## src/rtl/fib_sat_counter.sv

```systemverilog
`default_nettype none
// ============================================================================
// Module  : fib_sat_counter
// Brief   : Up-counter with synchronous clear and enable, holding at all-ones.
// Revision: 1.0 - initial release
// ============================================================================
module fib_sat_counter #(
    parameter int CNT_WIDTH = 16
) (
    input  logic                 clk,
    input  logic                 resetn,
    input  logic                 clr,
    input  logic                 en,
    output logic [CNT_WIDTH-1:0] count
);

    logic [CNT_WIDTH-1:0] count_q;
    logic [CNT_WIDTH-1:0] count_d;

    always_comb begin
        count_d = count_q;
        if (clr) begin
            count_d = '0;
        end else if (en && (count_q != {CNT_WIDTH{1'b1}})) begin
            count_d = count_q + 1'b1;
        end
    end

    always_ff @(posedge clk) begin
        if (!resetn) begin
            count_q <= '0;
        end else begin
            count_q <= count_d;
        end
    end

    assign count = count_q;

endmodule
`default_nettype wire

```

## config.mk

```make
export PLATFORM = sky130hd
export DESIGN_NAME = fib_sat_counter
export DESIGN_NICKNAME = d
export VERILOG_FILES = /design/src/rtl/fib_sat_counter.sv
export SDC_FILE = /design/constraint.sdc
export NUM_CORES = 1
export LEC_CHECK = 0
export CORE_MARGIN = 10
export CORE_UTILIZATION = 48
export DETAILED_ROUTE_END_ITERATION = 12
export GPL_TIMING_DRIVEN = 0
export PLACE_DENSITY = 0.88
export SLEW_MARGIN = 25
export SYNTH_ARGS = -nofsm -noshare
export SYNTH_HDL_FRONTEND = slang
export SYNTH_SLANG_ARGS = --single-unit
```

## constraint.sdc

```tcl
create_clock -name clk -period 1.7 [get_ports clk]
set_input_delay 0.34 -clock clk [delete_from_list [all_inputs] [get_ports clk]]
set_output_delay 0.34 -clock clk [all_outputs]
set_load 0.02 [all_outputs]
```

==> Word-level counts from Yosys, hierarchy flattened <==
Cells that the tools add are included.
{ "word_totals": {"register_bits": 16, "input_bits": 4, "out_inout_bits": 16} }
{ "classes": {"add_sub_neg": 1, "eq_ne": 1, "bitwise_logic": 1, "n_reduce_logical": 2} }
{ "op_table": {"columns": ["operator", "count"], "rows": [
  ["adder 16 x 1 -> 16 bit, second input constant", 1],
  ["inequality test 16 bit, second input constant", 1],
  ["OR reduction 2 bit", 1],
  ["logical AND 1 bit", 1],
  ["inverter 1 bit", 1]
]} }

==> Depth between registers and ports, before layout <==
{ "logic_depth": {"depth_word": 2, "ltp_mapped": 5, "mapped_depth_nobuf": 5} }

==> Worst setup path before layout <==
OpenSTA, ideal clock, no wires.
{ "synth_timing": {"path_kind": "reg-to-reg", "startpoint": "reg count_q[0], in the netlist count[0]", "endpoint": "reg count_q[14], in the netlist count[14]", "setup_time_ps": 115, "arrival_time_ps": 1551, "t_required_ps": 1585, "path_slack_ps": 35, "path_stages_with_launch": 6, "period_less_slack_ps": 1665, "cell_sequence": "dfxtp_1 ha_1 and4_2 o311ai_2 o31a_1 o21a_1"} }
{ "synth_between": {"elab_chain_len": 2, "word_cells_on_any_way": 3} }
{ "synth_rtl": {"columns": ["item", "line_no", "text"], "rows": [
  ["from (decl)", "17", "logic [CNT_WIDTH-1:0] count_q;"],
  ["from (signal assigned)", "33", "count_q <= count_d;"],
  ["branches (longest 2 deep; another with adder 16 x 1 -> 16 bit)", null, null]
]} }
Parallel ways; which one is timed is not known.
A chain may end at the register's enable or synchronous reset.

==> Worst setup path in the final report <==
{ "layout_timing": {"startpoint": "reg count_q[1], in the netlist count[1]", "endpoint": "out count[1]"} }
{ "layout_rtl": {"columns": ["item", "line_no", "text"], "rows": [
  ["to (decl)", "14", "output logic [CNT_WIDTH-1:0] count"]
]} }
No word-level cell between the ends.

==> results.md <==
- The total number of yosys warnings is 0.
- Adding up every negative setup slack in the final design gives 0 ps.
- At the end of routability-driven placement, the weighted congestion stood at 0.797.
- STA classifies the critical path startpoint as a register.
- The sum of met3 wire segment lengths after detailed routing is 112 um.
- The number of H-tree levels is 1.
- The number of global-route vias before repair came to 803.
- From synthesis to final layout, the design area changed by 30.1%.
- Once detail routing completed, the nets flagged for antenna violations numbered 0.
- Once the clock tree was built, the setup fixing pass inserted 0 buffers.
- The buffer cell driving the clock tree root is clkbuf_4.
- The initial detailed-routing violation count is 47.
- At the end of the flow the core is filled with cells to 65.1%.
- The path with the worst hold slack has its endpoint at count[0]$_SDFFE_PP0P_.
- For this design, the sink count on the clock tree is 16.
- The final setup violation count is 0.
- The global-route wire length before repair is 3.80 mm.
- The fraction of the yosys area taken by sequential cells is 37.0%.
- Data on the critical path arrives at its endpoint at 1280 ps.
- The highest clock frequency the design can meet is a little over 600 MHz.
- Dividing the detail-routed via count by the number of cells gives 5.91.
- Setup repair after global routing could not meet its margin everywhere.
- Together, buffers and inverters on the worst path number 1.
- The summed instance area of the synthesized netlist is 865 um^2.
- The placed wire-length estimate is 1.63 mm.
- The final worst hold slack is between 400 and 500 ps.
- The clock passes through at most 2 buffers.
- The launch point of the worst reg-to-reg path is count[13]$_SDFFE_PP0P_.
- Summed over all layers, the global routing overflow is 0.
- VDD sags by at most 0.520 mV.
- Global routing used between 10% and 20% of the available tracks.
- The height of the die is 62.4 um.
- Entering global routing, the biggest net connects 11 pins.
- The post-route worst setup slack is 76.5 ps.
- STA classifies the critical path endpoint as an output pin.
- The hold buffer count at cts is 0.
- After the last flow step, the layout net total stands at 120.
- For this design the static power due to leakage is 0.547 nW.
- The wire length per cell is 15.7 um.
- The flop-to-flop setup slack is 100 ps.
- The worst-case setup slack after placement is -327 ps.
- The launch point of the worst hold path is en.
- Dividing total power by cell area gives a power density of 536 nW/um^2.
- The share of layout cells above drive strength 1 is 11.5%.
- The max capacitance violation total is 0.
- For the pin with the worst max-slew slack, the measured transition is 510 ps.
- Walking the worst path, the cells encountered are clkdlybuf4s50_1.
- The count of endpoints failing hold in the final timing report came to 0.
- The delay contributed by the slowest stage of the critical path is 630 ps.
- The first detailed-routing pass took 4 iterations.
- The clock network latency to the later pin of the worst-skew pair is 280 ps.
- Buffers inserted during clock tree synthesis total 3.
- The width of the chip is 62.4 um.
- The floorplan step defined a core boundary enclosing 1730 um^2.
- The uppermost layer routed is met4.
- The fraction of the cycle the final worst path needs is 95.5%.
- For the finished layout, the period the worst path requires is between 1500 and 2000 ps.
- The sum of routed wire segments on met1 is 998 um.
- After detailed routing, the number of remaining DRC violations is 0.
- The number of nets produced by synthesis is between 90 and 100.
- The depth of the worst hold-timing path is 4.
- The category of the most critical setup path is register to output pin.
- The worst hold path belongs to the class input pin to register.
- The synthesized design contains 16 register bits.
- After clock tree synthesis, the clock-pin slew on the worst setup and hold paths is 90 ps.
- The number of antenna violations at the first check in global routing is 0.
- The initialized floorplan defines 15 standard-cell rows.
- The flow ran to the end, and the final reports show no timing, DRC or antenna violations.
- The clock tree skew after final layout is roughly 1.6 ps.
- The required time at the worst-slack endpoint is approximately 1400 ps.
- The number of cells produced by synthesis is between 90 and 100.
- Wires add up to 2.16 mm.
- The area of the die is between 3000 and 4000 um^2.
- The worst-path maximum fanout is 4.
- The slowest stage cell on the critical path is clkdlybuf4s50_1.
- Broken down by cell family, the worst path's largest delay share belongs to buffers and inverters.
- The count of unique library cells instantiated by Yosys is 38.
- The register with the most flip-flops in the layout has 16 of them.
- During placement, the flow inserted port buffers numbering 19.
- Across all layers, the routed design uses roughly 800 vias.
- The max-slew violation total from the final report was 0.
- The met2 wire length is around 1 mm.
- For this configuration, the core starts out at a cell density of 50.1%.
- Measured against its own limit, the worst slew margin works out to 65.9%.
- The number of antenna cells inserted is 0.
- The average size of a mapped cell is approximately 9.5 um^2.
- TritonCTS built the clock tree.
- The count of cells along the worst register-to-register path is 4.
- The worst register-to-register path ends at count[1]$_SDFFE_PP0P_.
- The total design power is just over 0.0006 W.
- The boundary pin count is 20.
cell families after synthesis:
| kind of cell | count (synthesis) | synth area share, % |
|---|---|---|
| fa+ha+maj | 1 | 1.45 |
| flops | 16 | 37.0 |
| buf+inv | 3 | 1.30 |
| simple gates | 44 | 33.6 |
| compound gates | 22 | 21.4 |
| xor+xnor | 4 | 4.05 |
| mux | 1 | 1.16 |
Yosys cell counts:
master	count	share of area, %
a21oi_1	4	2.3
a41oi_1	1	1.0
and2_1	3	2.2
and3_1	1	0.72
and4_1	1	1.0
and4_2	2	2.3
clkbuf_1	1	0.43
dfxtp_1	16	37
ha_1	1	1.4
inv_1	2	0.87
mux2i_1	1	1.2
nand2_1	5	2.2
nand2b_1	2	1.4
nand3_1	4	2.3
nand3_4	1	2.0
nand4_1	2	1.4
nand4_4	2	4.9
nor2_1	10	4.3
nor2b_1	1	0.72
nor3_1	1	0.58
nor3_2	1	1.2
nor3b_1	1	0.87
nor4_1	3	2.2
o2111ai_1	1	1.0
o211a_1	1	1.2
o211ai_1	1	0.87
o21a_1	1	0.87
o21ai_0	4	2.3
o311ai_0	2	2.0
o311ai_2	1	1.9
o31a_1	1	1.0
o31ai_1	2	1.7
o41ai_1	2	2.0
o41ai_4	1	3.2
or3_1	2	1.4
or4_1	2	1.7
xnor2_1	1	1.0
xor2_1	3	3.0
what timing repair did:
action,in CTS,in global routing
resized for setup,12,10
pin swaps,0,1
endpoints found under the setup margin,13,10
per-layer routing:
layer / GRT usage (%) / vias up
li1: - / 406
met1: 12.9 / 383
met2: 18.7 / 22
met3: 3.94 / 4
met4: 5.59 / 0
met5: 0 / -
layout make-up:
type                    instances  area [um^2]
fillers                       154          602
repair buffers                 19          189
flip-flops and latches         16          320
inverters                       2         7.51
multi-input cells              72          551
plain buffers                   1         3.75
well taps                      25         31.3
clock buffers                   3         22.5
worst max path at each step:
stage / from / end / cells after the start
6_report: count[1]$_SDFFE_PP0P_ / count[1] / 1
5_1_grt: count[13]$_SDFFE_PP0P_ / count[1]$_SDFFE_PP0P_ / 4
4_1_cts: count[7]$_SDFFE_PP0P_ / count[7] / 1
3_5_place_dp: en / count[15]$_SDFFE_PP0P_ / 5
3_3_place_gp: en / count[9]$_SDFFE_PP0P_ / 5
2_1_floorplan: count[0]$_SDFFE_PP0P_ / count[14]$_SDFFE_PP0P_ / 5
where the power goes:
part	leakage, nW	switching (W)	internal [W]	total [W]
combinational	0.404	0.0000161	0.0000150	0.0000312
sequential	0.129	0.00000181	0.000376	0.000378
clock	0.0138	0.000112	0.0000823	0.000194
total	0.547	0.000130	0.000473	0.000603
placed cells by master, fill, tap and decap left out, types with 2 or more instances in the layout:
cell type / netlist / final
nand2_1: 5 / 5
dlymetal6s2s_1: 0 / 5
nand4_1: 2 / 2
nand4_4: 2 / 2
or3_1: 2 / 2
nand2b_1: 2 / 2
clkbuf_4: 0 / 3
dlygate4sd2_1: 0 / 11
nor2_1: 10 / 10
xor2_1: 3 / 3
and2_1: 3 / 3
inv_1: 2 / 2
a21oi_1: 4 / 4
o31ai_1: 2 / 2
and4_4: 0 / 2
dfxtp_1: 16 / 16
nor4_1: 3 / 3
o41ai_1: 2 / 2
o21ai_0: 4 / 4
nand3_1: 4 / 4
clkdlybuf4s50_1: 0 / 3
worst register-to-register path: stages, from the launching register on:
cell,delay [ps]
dfxtp_1,470
nand4_4,230
o41ai_4,510
mux2i_1,230
nor2_1,50
per-stage QoR:
step	cells	area [um^2]
finish	138	1120
floorplan	91	865
global route	138	1120
CTS	138	1100
global placement	135	1090
detailed placement	135	1090
Note: power is estimated with default switching activity, not from simulation.
==> RTL change: new RTL, config.mk and constraints unchanged <==
Reset style: asynchronous (`resetn`), changed in one clocked block.
--- a/src/rtl/fib_sat_counter.sv
+++ b/src/rtl/fib_sat_counter.sv
@@ -26,7 +26,7 @@
         end
     end
 
-    always_ff @(posedge clk) begin
+    always_ff @(posedge clk or negedge resetn) begin
         if (!resetn) begin
             count_q <= '0;
         end else begin
Formal check against the unedited RTL: differs if resetn is asserted again (counterexample within 4 cycles, from zero or initial values and one cycle with resetn low); with resetn held inactive, the same outputs for 10 cycles.
==> RTL change against the original RTL <==
- the run now ends with setup timing left
- routed wire length rose by 60%
- register-to-register slack got worse by 0.17 ns
- sequential cell count did not move
- worst setup slack got worse by 0.15 ns
- cell count rose by 17%
- synthesized area rose by 9.0%
- hold slack got worse by 0.0031 ns
- design area rose by 33%
- critical path type is now reg2reg
- highest routed layer unchanged
Power is not compared: it rests on default switching activity, and its combinational part moved more than twofold at a synthesized area within 25%.
==> RTL change: results (changes against the original RTL) <==
placement:
  gp_congestion: 0.8173  # +2.5%
  dpl-instance-area_um2: 1181  # +8.8%
  dp_hpwl_um: 1786  # +9.5%
finish:
  fill_cells: 98  # -36%
  final_area_um2: 1501  # +33%
  fin_nets: 143  # +19%
  drive_above_1_share: 0.4044  # +0.2894
  clk_share: 0.01500  # -0.005022
  multiInputCombCellCount: 75  # +4.2%
  seq_share: 0.2758  # -0.008927
  inv_count: 3  # +1
  seq_cell_count: 16  # unchanged
critical_path:
  r2r_end: "count[12]$_DFFE_PN0P_"
  crit_path_start: "count[1]$_DFFE_PN0P_"
  max_stage_delay_ns: 0.49  # -0.14 ns
  critPathArrivalTime_ns: 1.97  # +0.69 ns
  critPathSlowestCell: "or4_1"
  cpLargestDelayFamily: "simple AND/OR/NAND/NOR gates"
  path_max_fanout: 8  # +4
  end_kind: "flop"
timing:
  worst_slack_ns: -0.07474  # -0.1513 ns
  fin_worst_skew_ns: 0.005549  # +0.003962 ns
  setup_viol: 11  # +11
  timing.setup.tns_ns: -0.3756  # -0.3756 ns
global_routing:
  grt_max_degree: 17  # +6
  grt_pass1_wl_um: 4409  # +16%
  grt_use_met3: 0.03833  # -0.001099
  grt_pass1_vias: 900  # +12%
synth:
  ys_top_cells_by_count: "dfrtp_1 (16), a21oi_1 (11), o31ai_1 (7)"
  synthArstFlopShare: 1.000  # +1.000
  ys_seq_area_frac: 0.4250  # +0.05449
outcome:
  outcome: "finished, violations left"
  violations: "setup timing"
detailed_routing:
  met2_wirelength_um: 1672  # +62%
  drt-met1-wl_um: 1357  # +36%
  drt_iter0_drc: 81  # +72%
floorplanning:
  coreArea_um2: 1802  # +4.3%
==> RTL change: cell families after synthesis <==
| group | count (synthesis) | share of synthesized area |
|---|---|---|
| and+or+nand+nor | 45 | 0.3121 |
| muxes | 4 | 0.04781 |
| adders and majority gates | 1 | 0.01328 |
| DFF | 16 | 0.4250 |
| AOI/OAI and AO/OA | 24 | 0.1620 |
| buffers and inverters | 8 | 0.03983 |
==> RTL change: metrics by stage <==
stage / setup slack, ns / cells
final: -0.07474 / 161
after global routing: -0.1523 / 161
after global placement: -0.3981 / 142
after detailed placement: -0.4587 / 142
after CTS: -0.05734 / 148
after floorplan: -0.005714 / 98
==> RTL change: timing repair <==
item                       in CTS  in global routing
setup endpoints to repair      25                 24
setup buffers                   2                 12
pin swaps                       2                 10
gates resized for setup        13                 39
cloned                          1                  1
==> RTL change: where the power goes <==
part,switching [mW],total (mW),leakage [nW],internal [mW]
Sequential,0.00537,0.390,0.204,0.384
Clock,0.118,0.201,0.0138,0.0824
Combinational,0.0444,0.0707,0.497,0.0263
